$ cat src/rtl/ram_port_arbiter.sv
// ram_port_arbiter: two-client command sequencer for a single-port RAM.
// Define RAM_ARB_FIXED_PRIO_EN for fixed port-0 priority (default: round-robin).
module ram_port_arbiter #(
  parameter int DATA_W = 16,
  parameter int ADDR_W = 5
) (
  input  logic              clk,
  input  logic              rst,
  input  logic              req0,
  input  logic              req1,
  input  logic              we0,
  input  logic              we1,
  input  logic [ADDR_W-1:0] addr0,
  input  logic [ADDR_W-1:0] addr1,
  input  logic [DATA_W-1:0] wdata0,
  input  logic [DATA_W-1:0] wdata1,
  output logic              gnt0,
  output logic              gnt1,
  output logic              rvalid0,
  output logic              rvalid1,
  output logic [DATA_W-1:0] rdata0,
  output logic [DATA_W-1:0] rdata1,
  output logic              busy,
  output logic              ram_we,
  output logic              ram_re,
  output logic [ADDR_W-1:0] ram_addr,
  output logic [DATA_W-1:0] ram_wdata,
  input  logic [DATA_W-1:0] ram_rdata
);

  typedef enum logic [1:0] {
    IDLE   = 2'd0,
    ACCESS = 2'd1,
    RDCAP  = 2'd2
  } state_t;

  state_t state_q, state_d;
  logic owner_q, owner_d;
  logic we_q, we_d;
  logic gnt0_q, gnt0_d, gnt1_q, gnt1_d;
  logic rvalid0_q, rvalid0_d, rvalid1_q, rvalid1_d;
  logic [DATA_W-1:0] rdata0_q, rdata0_d, rdata1_q, rdata1_d;
  logic busy_q, busy_d;
  logic ram_we_q, ram_we_d, ram_re_q, ram_re_d;
  logic [ADDR_W-1:0] addr_q, addr_d;
  logic [DATA_W-1:0] wdata_q, wdata_d;
  logic win1;

`ifdef RAM_ARB_FIXED_PRIO_EN
  // Port 0 takes every tie.
  always_comb win1 = req1 & ~req0;
`else
  logic ptr_q, ptr_d;

  // On a tie the port not granted last wins.
  always_comb win1 = req1 & (~req0 | ~ptr_q);

  // Last-granted pointer; port 1 after reset so port 0 wins the first tie.
  always_ff @(posedge clk or posedge rst) begin
    if (rst) ptr_q <= 1'b1;
    else     ptr_q <= ptr_d;
  end
`endif

  // Next-state and registered-output computation.
  always_comb begin
    state_d   = state_q;
    owner_d   = owner_q;
    we_d      = we_q;
    addr_d    = addr_q;
    wdata_d   = wdata_q;
    gnt0_d    = 1'b0;
    gnt1_d    = 1'b0;
    rvalid0_d = 1'b0;
    rvalid1_d = 1'b0;
    rdata0_d  = rdata0_q;
    rdata1_d  = rdata1_q;
    ram_we_d  = 1'b0;
    ram_re_d  = 1'b0;
`ifndef RAM_ARB_FIXED_PRIO_EN
    ptr_d     = ptr_q;
`endif
    unique case (state_q)
      IDLE: begin
        if (req0 | req1) begin
          owner_d  = win1;
          we_d     = win1 ? we1 : we0;
          addr_d   = win1 ? addr1 : addr0;
          wdata_d  = win1 ? wdata1 : wdata0;
          gnt0_d   = ~win1;
          gnt1_d   = win1;
          ram_we_d = we_d;
          ram_re_d = ~we_d;
          state_d  = ACCESS;
        end
      end
      ACCESS: begin
`ifndef RAM_ARB_FIXED_PRIO_EN
        ptr_d = owner_q;
`endif
        if (we_q) begin
          state_d = IDLE;
        end else begin
          ram_re_d = 1'b1;
          state_d  = RDCAP;
        end
      end
      RDCAP: begin
        state_d = IDLE;
        if (owner_q) begin
          rdata1_d  = ram_rdata;
          rvalid1_d = 1'b1;
        end else begin
          rdata0_d  = ram_rdata;
          rvalid0_d = 1'b1;
        end
      end
      default: state_d = IDLE;
    endcase
    busy_d = (state_d != IDLE);
  end

  // State and output registers.
  always_ff @(posedge clk or posedge rst) begin
    if (rst) begin
      state_q   <= IDLE;
      owner_q   <= 1'b0;
      we_q      <= 1'b0;
      addr_q    <= '0;
      wdata_q   <= '0;
      gnt0_q    <= 1'b0;
      gnt1_q    <= 1'b0;
      rvalid0_q <= 1'b0;
      rvalid1_q <= 1'b0;
      rdata0_q  <= '0;
      rdata1_q  <= '0;
      busy_q    <= 1'b0;
      ram_we_q  <= 1'b0;
      ram_re_q  <= 1'b0;
    end else begin
      state_q   <= state_d;
      owner_q   <= owner_d;
      we_q      <= we_d;
      addr_q    <= addr_d;
      wdata_q   <= wdata_d;
      gnt0_q    <= gnt0_d;
      gnt1_q    <= gnt1_d;
      rvalid0_q <= rvalid0_d;
      rvalid1_q <= rvalid1_d;
      rdata0_q  <= rdata0_d;
      rdata1_q  <= rdata1_d;
      busy_q    <= busy_d;
      ram_we_q  <= ram_we_d;
      ram_re_q  <= ram_re_d;
    end
  end

  assign gnt0      = gnt0_q;
  assign gnt1      = gnt1_q;
  assign rvalid0   = rvalid0_q;
  assign rvalid1   = rvalid1_q;
  assign rdata0    = rdata0_q;
  assign rdata1    = rdata1_q;
  assign busy      = busy_q;
  assign ram_we    = ram_we_q;
  assign ram_re    = ram_re_q;
  assign ram_addr  = addr_q;
  assign ram_wdata = wdata_q;

endmodule
$ cat config.mk
export PLATFORM = sky130hd
export DESIGN_NAME = ram_port_arbiter
export DESIGN_NICKNAME = d
export VERILOG_FILES = /design/src/rtl/ram_port_arbiter.sv
export SDC_FILE = /design/constraint.sdc
export NUM_CORES = 1
export LEC_CHECK = 0
export ABC_AREA = 0
export BUFFER_PORTS_ARGS = -buffer_cell sky130_fd_sc_hd__buf_4
export CORE_MARGIN = 3
export CORE_UTILIZATION = 40
export CTS_CLUSTER_DIAMETER = 150
export DETAILED_ROUTE_END_ITERATION = 8
export GPL_ROUTABILITY_DRIVEN = 0
export HOLD_SLACK_MARGIN = 0.15
export PLACE_DENSITY = 0.77
export SLEW_MARGIN = 10
export SYNTH_ARGS = -nofsm -noshare
export SYNTH_HDL_FRONTEND = slang
export SYNTH_SLANG_ARGS = --single-unit
$ cat constraint.sdc
create_clock -name clk -period 4.7 [get_ports clk]
set_input_delay 0 -clock clk [delete_from_list [all_inputs] [get_ports clk]]
set_output_delay 0 -clock clk [all_outputs]
set_load 0.05 [all_outputs]
==> results of run 1 <==
## stage by stage
| stage | hold slack (ps) | instance area (um^2) | instances | utilization | power, uW |
|---|---|---|---|---|---|
| global placement | 242 | 3710 | 362 | 0.571 | 2900 |
| global route | 273 | 4550 | 441 | 0.700 | 3630 |
| floorplan | 151 | 2740 | 166 | - | 2360 |
| CTS | 242 | 4550 | 441 | 0.700 | 3500 |
| detailed placement | 246 | 3710 | 362 | 0.571 | 2940 |
| finish | 255 | 4550 | 441 | 0.700 | 3470 |
## synthesized netlist by cell type, drive strengths merged
cell type / instances / share of area
mux2: 77 / 0.34
dfrtp: 64 / 0.59
buf: 7 / 0.025
inv: 4 / 0.0055
nor2b: 2 / 0.0046
o21ai: 2 / 0.0050
a21bo: 1 / 0.0037
a21o: 1 / 0.0027
dfstp: 1 / 0.0096
nand2: 1 / 0.0014
nand2b: 1 / 0.0023
nand3b: 1 / 0.0027
nor2: 1 / 0.0014
nor3: 1 / 0.0018
nor3b: 1 / 0.0046
or2: 1 / 0.0023
## cell families (layout without fill, tap and decap cells)
| family | Yosys count | in the layout |
|---|---|---|
| buffers and inverters | 11 | 209 |
| AOI/OAI and AO/OA | 4 | 4 |
| DFF | 65 | 65 |
| and+or+nand+nor | 9 | 9 |
| muxes | 77 | 77 |
## what timing repair did
action                    4_1_cts  5_1_grt
hold buffers                   63        0
resized for setup               0        0
hold endpoints to repair      121        0
## path summary, 6_finish.rpt
| path | endpoint | start | slack [ps] | cells past startpoint |
|---|---|---|---|---|
| max | we_q | ptr_q | 2180 | 4 |
| min | owner_q | req0 | 260 | 3 |
| min in group asynchronous | ram_wdata[7] | rst | 510 | 4 |
| min reg2reg | rdata1[12] | rdata1[12] | 510 | 1 |
| max reg2reg | we_q | ptr_q | 2180 | 4 |
| max in group asynchronous | ram_wdata[15] | rst | 3650 | 4 |
## cell type report
type / count / area [um^2]
Sequential cell: 65 / 1630
Fill cell: 470 / 1950
Tap cell: 77 / 96.3
Multi-Input combinational cell: 90 / 1020
Clock buffer: 14 / 173
Inverter: 4 / 15.0
Clock inverter: 2 / 35.0
Timing Repair Buffer: 189 / 1580
## metal layers
metal	track usage	up-vias
li1	-	964
met1	0.198	1015
met2	0.324	70
met3	0.0363	10
met4	0.0536	0
met5	0	-
## placed cells by master, fill, tap and decap left out, drive strengths merged
cell type,synthesis,layout
nand2b,1,1
dfstp,1,1
clkinv,0,1
clkbuf,0,14
nor3,1,1
a21o,1,1
inv,4,4
nand2,1,1
nor3b,1,1
or2,1,1
dlygate4sd3,0,63
nand3b,1,1
nor2,1,1
mux2,77,77
nor2b,2,2
a21bo,1,1
dfrtp,64,64
o21ai,2,2
buf,7,126
bufinv,0,1
## state kept, by name (all words and copies together) (netlist names)
| name | count |
|---|---|
| owner_q | 1 |
| ptr_q | 1 |
| we_q | 1 |
| gnt1 | 1 |
| rvalid0 | 1 |
| busy | 1 |
| ram_addr | 5 |
| ram_wdata | 16 |
| state_q | 2 |
| rdata1 | 16 |
| gnt0 | 1 |
| rdata0 | 16 |
| ram_re | 1 |
| ram_we | 1 |
| rvalid1 | 1 |
## critical path, stage by stage (launching register included)
cell           delay, ps
dfstp_2              530
a21bo_2              640
mux2_2               410
dlygate4sd3_1        580
mux2_2               260
## power by group through the flow
stage	Clock (uW)	Combinational (uW)	Sequential [uW]
detailed placement	0	1940	1000
floorplan	0	479	1880
global route	519	2090	1030
finish	479	2000	991
CTS	497	2010	991
global placement	0	1920	985
==> summary.md, run 1 <==
| Metric | Value |
|---|---|
| Status | `complete, no violations` |
| Final setup margin | `2180 ps` |
| Vias per cell | `4.67` |
| Buffers added on ports | `123` |
| First-pass GRT wire length | `10,500 um` |
| Simple logic cell fraction of the synthesized area | `0.0210` |
| Minimum clock period | `2520 ps` |
| FF+latch count, synth | `65` |
| Die X | `88.7 um` |
| Power per cell area | `763 mW/mm^2` |
| Synth unique cells | `22` |
| Sw frac | `0.459` |
| H-tree depth | `3` |
| Period utilization | `0.537` |
| Final hold vios | `0` |
| Number of max-cap violations | `0` |
| Setup bufs post-CTS | `0` |
| Mapped Area | `0.00274 mm^2` |
| Global Route Usage Sum | `0.174` |
| Cells after Synth | `166` |
| Combinational Power Share | `0.576` |
| Multiplexer share of the synthesized area | `0.342` |
| Worst setup SP type | `flip-flop` |
| Min-delay worst type | `in -> reg` |
| CTS clk-pin slew, worst paths | `70 ps` |
| Die height | `88.7 um` |
| Area Growth Syn to Fin | `66.2%` |
| CP endpoint kind | `flip-flop` |
| Share of layout cells above drive strength 1 | `0.613` |
| Core footprint | `0.00649 mm^2` |
| Final wirelength | `6770 um` |
| Pint | `1880 uW` |
| CTS Buf Count | `9` |
| Io pins | `124` |
| Vias after detailed routing | `2,059` |
| Starting density of the core | `0.421` |
| Setup TNS | `0 ps` |
| Drt first pass iters | `4` |
| Post-DP HPWL | `4300 um` |
| Initial antenna violation count | `0` |
| Complex-gate fraction of the synthesized area | `0.0114` |
| # diodes | `0` |
| Net Count, Synth | `230` |
| Slew Limit Fails | `0` |
| Syn. warnings | `0` |
| Slew headroom | `0.410` |
| Max Clk Rate | `0.396 GHz` |
| WL met3 | `338 um` |
| RSZ-0062 raised after global routing | `no` |
| Seq/Total Area, Yosys | `0.595` |
| NetSw | `1590 uW` |
| Layout Nets | `423` |
| Largest net degree at the start of global routing | `66` |
| Post-synthesis xor/xnor area fraction | `0` |
| Clock root cell | `clkbuf_8` |
| CP Max Fanout | `24` |
| Clock network fraction of total power | `0.138` |
| TritonCTS clock tree | `yes` |
| Largest family of logic cells by synthesized area | `multiplexers` |
| ANT nets after route | `0` |
| Worst VDD drop | `0.480 mV` |
| Clk_skew | `7.38 ps` |
| Worst setup path class | `reg -> reg` |
| Pre-CTS setup slack | `2410 ps` |
| Clock Sink Count | `65` |
| Worst-Margin Slew | `882 ps` |
| Die area | `0.00787 mm^2` |
| CTS Buffer Depth | `2` |
| Met2 routed wirelength | `3740 um` |
| Vias in the first global route | `2,222` |
| Mapped Avg Cell Area | `16.5 um^2` |
| DRC | `0` |
| Synth Area in Adders | `0` |
| Skew-Pair Late Insertion Delay | `320 ps` |
| Wire per inst | `15.3 um` |
| Flop pwr share | `0.286` |
| Critical path data required time | `4910 ps` |
| Leak | `0.00221 uW` |
| M1 WL | `2610 um` |
| Arr. time, crit path | `2730 ps` |
| Detailed Route Iter0 Violations | `36` |
| Setup Viol. Count Final | `0` |
| Rows | `29` |
| Grt ovf | `0` |
| Max Used Layer | `met4` |
No activity file was read; power rests on OpenSTA's default activity.
==> run 2, diff against run 1 <==
==> constraint.sdc (replaced) <==
create_clock -name clk -period 2.4 [get_ports clk]
set_input_delay 0 -clock clk [delete_from_list [all_inputs] [get_ports clk]]
set_output_delay 0 -clock clk [all_outputs]
set_load 0.05 [all_outputs]
==> run 2 against run 1 <==
Routed wire length rose by 2.1%. Hold slack lost 73 ps. First-iteration DRC count up 39%. Combinational power rose by 95%. Clock skew barely moved. Critical path type unchanged. Largest cell class unchanged. Highest routed layer unchanged.
==> summary.md, run 2 (same netlist as run 1, synthesis figures left out) <==
| Metric | Value |
|---|---|
| Status | `complete, no violations (unchanged)` |
| Post-DP HPWL | `4280 um (was 4300 um)` |
| DRC | `0 (unchanged)` |
| Clock root cell | `clkbuf_8 (unchanged)` |
| Period utilization | `0.948 (was 0.537)` |
| Setup Viol. Count Final | `0 (unchanged)` |
| Minimum clock period | `2280 ps (was 2520 ps)` |
| Total power | `6880 uW (was 3470 uW)` |
| Vias per cell | `4.73 (was 4.67)` |
| RSZ-0062 raised after global routing | `no (unchanged)` |
| Most common cell after layout, fill and taps aside | `buf_4 (unchanged)` |
| Layout Nets | `424 (was 423)` |
| Buffers added on ports | `123 (unchanged)` |
| TritonCTS clock tree | `yes (unchanged)` |
| Die X | `88.7 um (unchanged)` |
| Clock Sink Count | `65 (unchanged)` |
| Slew headroom | `0.331 (was 0.410)` |
| Setup TNS | `0 ps (unchanged)` |
| Fill cells | `459 (was 470)` |
| First-pass GRT wire length | `10,600 um (was 10,500 um)` |
| Die area | `0.00787 mm^2 (unchanged)` |
| H-tree depth | `3 (unchanged)` |
| CP endpoint kind | `flip-flop (unchanged)` |
| Max Clk Rate | `0.439 GHz (was 0.396 GHz)` |
| Wire per inst | `15.6 um (was 15.3 um)` |
| Vias after detailed routing | `2,090 (was 2,059)` |
| Share of layout cells above drive strength 1 | `0.625 (was 0.613)` |
| ANT nets after route | `0 (unchanged)` |
| Most frequent cells in the layout | `buf_4 (128), dfrtp_1 (64), dlygate4sd3_1 (61), mux2_2 (59), mux2_4 (18) (was buf_4 (126), dfrtp_1 (64), dlygate4sd3_1 (63), mux2_2 (59), mux2_4 (18))` |
| Worst-Margin Slew | `1000 ps (was 882 ps)` |
| Area Growth Syn to Fin | `67.6% (was 66.2%)` |
| Cells along the critical path | `a21bo_2 -> buf_12 -> mux2_4 -> dlygate4sd3_1 -> mux2_2 (was a21bo_2 -> mux2_2 -> dlygate4sd3_1 -> mux2_2)` |
| Slew Limit Fails | `0 (unchanged)` |
| Min-delay worst type | `in -> reg (unchanged)` |
| CTS Buf Count | `9 (unchanged)` |
| Skew-Pair Late Insertion Delay | `330 ps (was 320 ps)` |
| Slowest stage cell, crit path | `dlygate4sd3_1 (was a21bo_2)` |
| CTS clk-pin slew, worst paths | `70 ps (about the same)` |
| Drt first pass iters | `4 (unchanged)` |
| Grt ovf | `0 (unchanged)` |
| Critical path data required time | `2620 ps (was 4910 ps)` |
| Global Route Usage Sum | `0.182 (was 0.174)` |
| Final hold vios | `0 (unchanged)` |
| Power per cell area | `1500 mW/mm^2 (was 763 mW/mm^2)` |
| Starting density of the core | `0.421 (unchanged)` |
| Clk_skew | `6.89 ps (was 7.38 ps)` |
| Detailed Route Iter0 Violations | `50 (was 36)` |
| Io pins | `124 (unchanged)` |
| Vias in the first global route | `2,250 (was 2,222)` |
| Arr. time, crit path | `2500 ps (was 2730 ps)` |
| Worst VDD drop | `0.927 mV (was 0.480 mV)` |
| Final wirelength | `6910 um (was 6770 um)` |
| Die height | `88.7 um (unchanged)` |
| Leak | `0.00223 uW (was 0.00221 uW)` |
| Core footprint | `0.00649 mm^2 (unchanged)` |
| Worst setup path class | `reg -> reg (unchanged)` |
| Rows | `29 (unchanged)` |
| CP Max Fanout | `12 (was 24)` |
| Worst setup SP type | `flip-flop (unchanged)` |
| Largest incremental delay on the critical path | `560 ps (was 640 ps)` |
| Initial antenna violation count | `0 (unchanged)` |
| Largest net degree at the start of global routing | `66 (unchanged)` |
| # diodes | `0 (unchanged)` |
| CTS Buffer Depth | `2 (unchanged)` |
| Number of max-cap violations | `0 (unchanged)` |
run 2: changes by cell type in the layout (fill, tap and decap cells not counted), sizes merged:
cell         change
buf              +3
bufinv           +1
clkinv           +1
clkbuf           -3
dlygate4sd3      -2
clkinvlp         +1
run 2: critical path, delay by kind of cell, from the launching register on:
kind	cells	cell delay [ps]
AOI/OAI and AO/OA	1	300
DFF	1	530
muxes	2	560
buffers and inverters	2	760
run 2: per-stage QoR:
stage	cell area, um^2	util	std cells	hold WS (ps)	worst slack (ps)
6_report	4580	0.706	442	182	125
5_1_grt	4580	0.706	442	218	79.0
4_1_cts	4580	0.706	442	185	8.61
3_5_place_dp	3740	0.576	365	246	512
3_3_place_gp	3740	0.576	365	243	551
2_1_floorplan	2740	-	166	151	775
run 2: layout make-up:
type	instances	area [um^2]	share of cell area
inverters	4	15.0	0.00328
flip-flops and latches	65	1630	0.355
repair buffers	190	1590	0.347
clock buffers	11	151	0.0330
multi-input cells	90	1020	0.223
clock inverters	5	77.6	0.0169
well taps	77	96.3	0.0210
run 2: report_power, final:
| group | leakage, uW | internal, uW | switching (uW) |
|---|---|---|---|
| sequential | 0.000774 | 1650 | 290 |
| clock | 0.000115 | 638 | 407 |
| combinational | 0.00134 | 1450 | 2450 |
| total | 0.00223 | 3730 | 3150 |
run 2: final timing paths:
check,start,endpoint,slack [ps],cells past startpoint
worst max-delay path,ptr_q,ram_wdata[8],120,5
worst min-delay path,req1,state_q[0],180,3
worst min register to register,we_q,we_q,500,1
min in group asynchronous,rst,ram_wdata[13],460,4
max in group asynchronous,rst,ram_re,1410,4
worst max register to register,ptr_q,ram_wdata[8],120,5
run 2: what timing repair did:
item                       CTS  global route
gates resized for setup      0             1
hold buffers                61             0
hold endpoints to repair   120             0
buffers inserted             0             0
setup endpoints to repair    0             4
run 2: per-layer routing:
layer / GRT usage / share of wire / up-vias
met5: 0 / 0 / -
met4: 0.0755 / 0.015 / 0
met3: 0.0670 / 0.063 / 11
met2: 0.339 / 0.57 / 76
met1: 0.179 / 0.35 / 1033
li1: - / - / 970
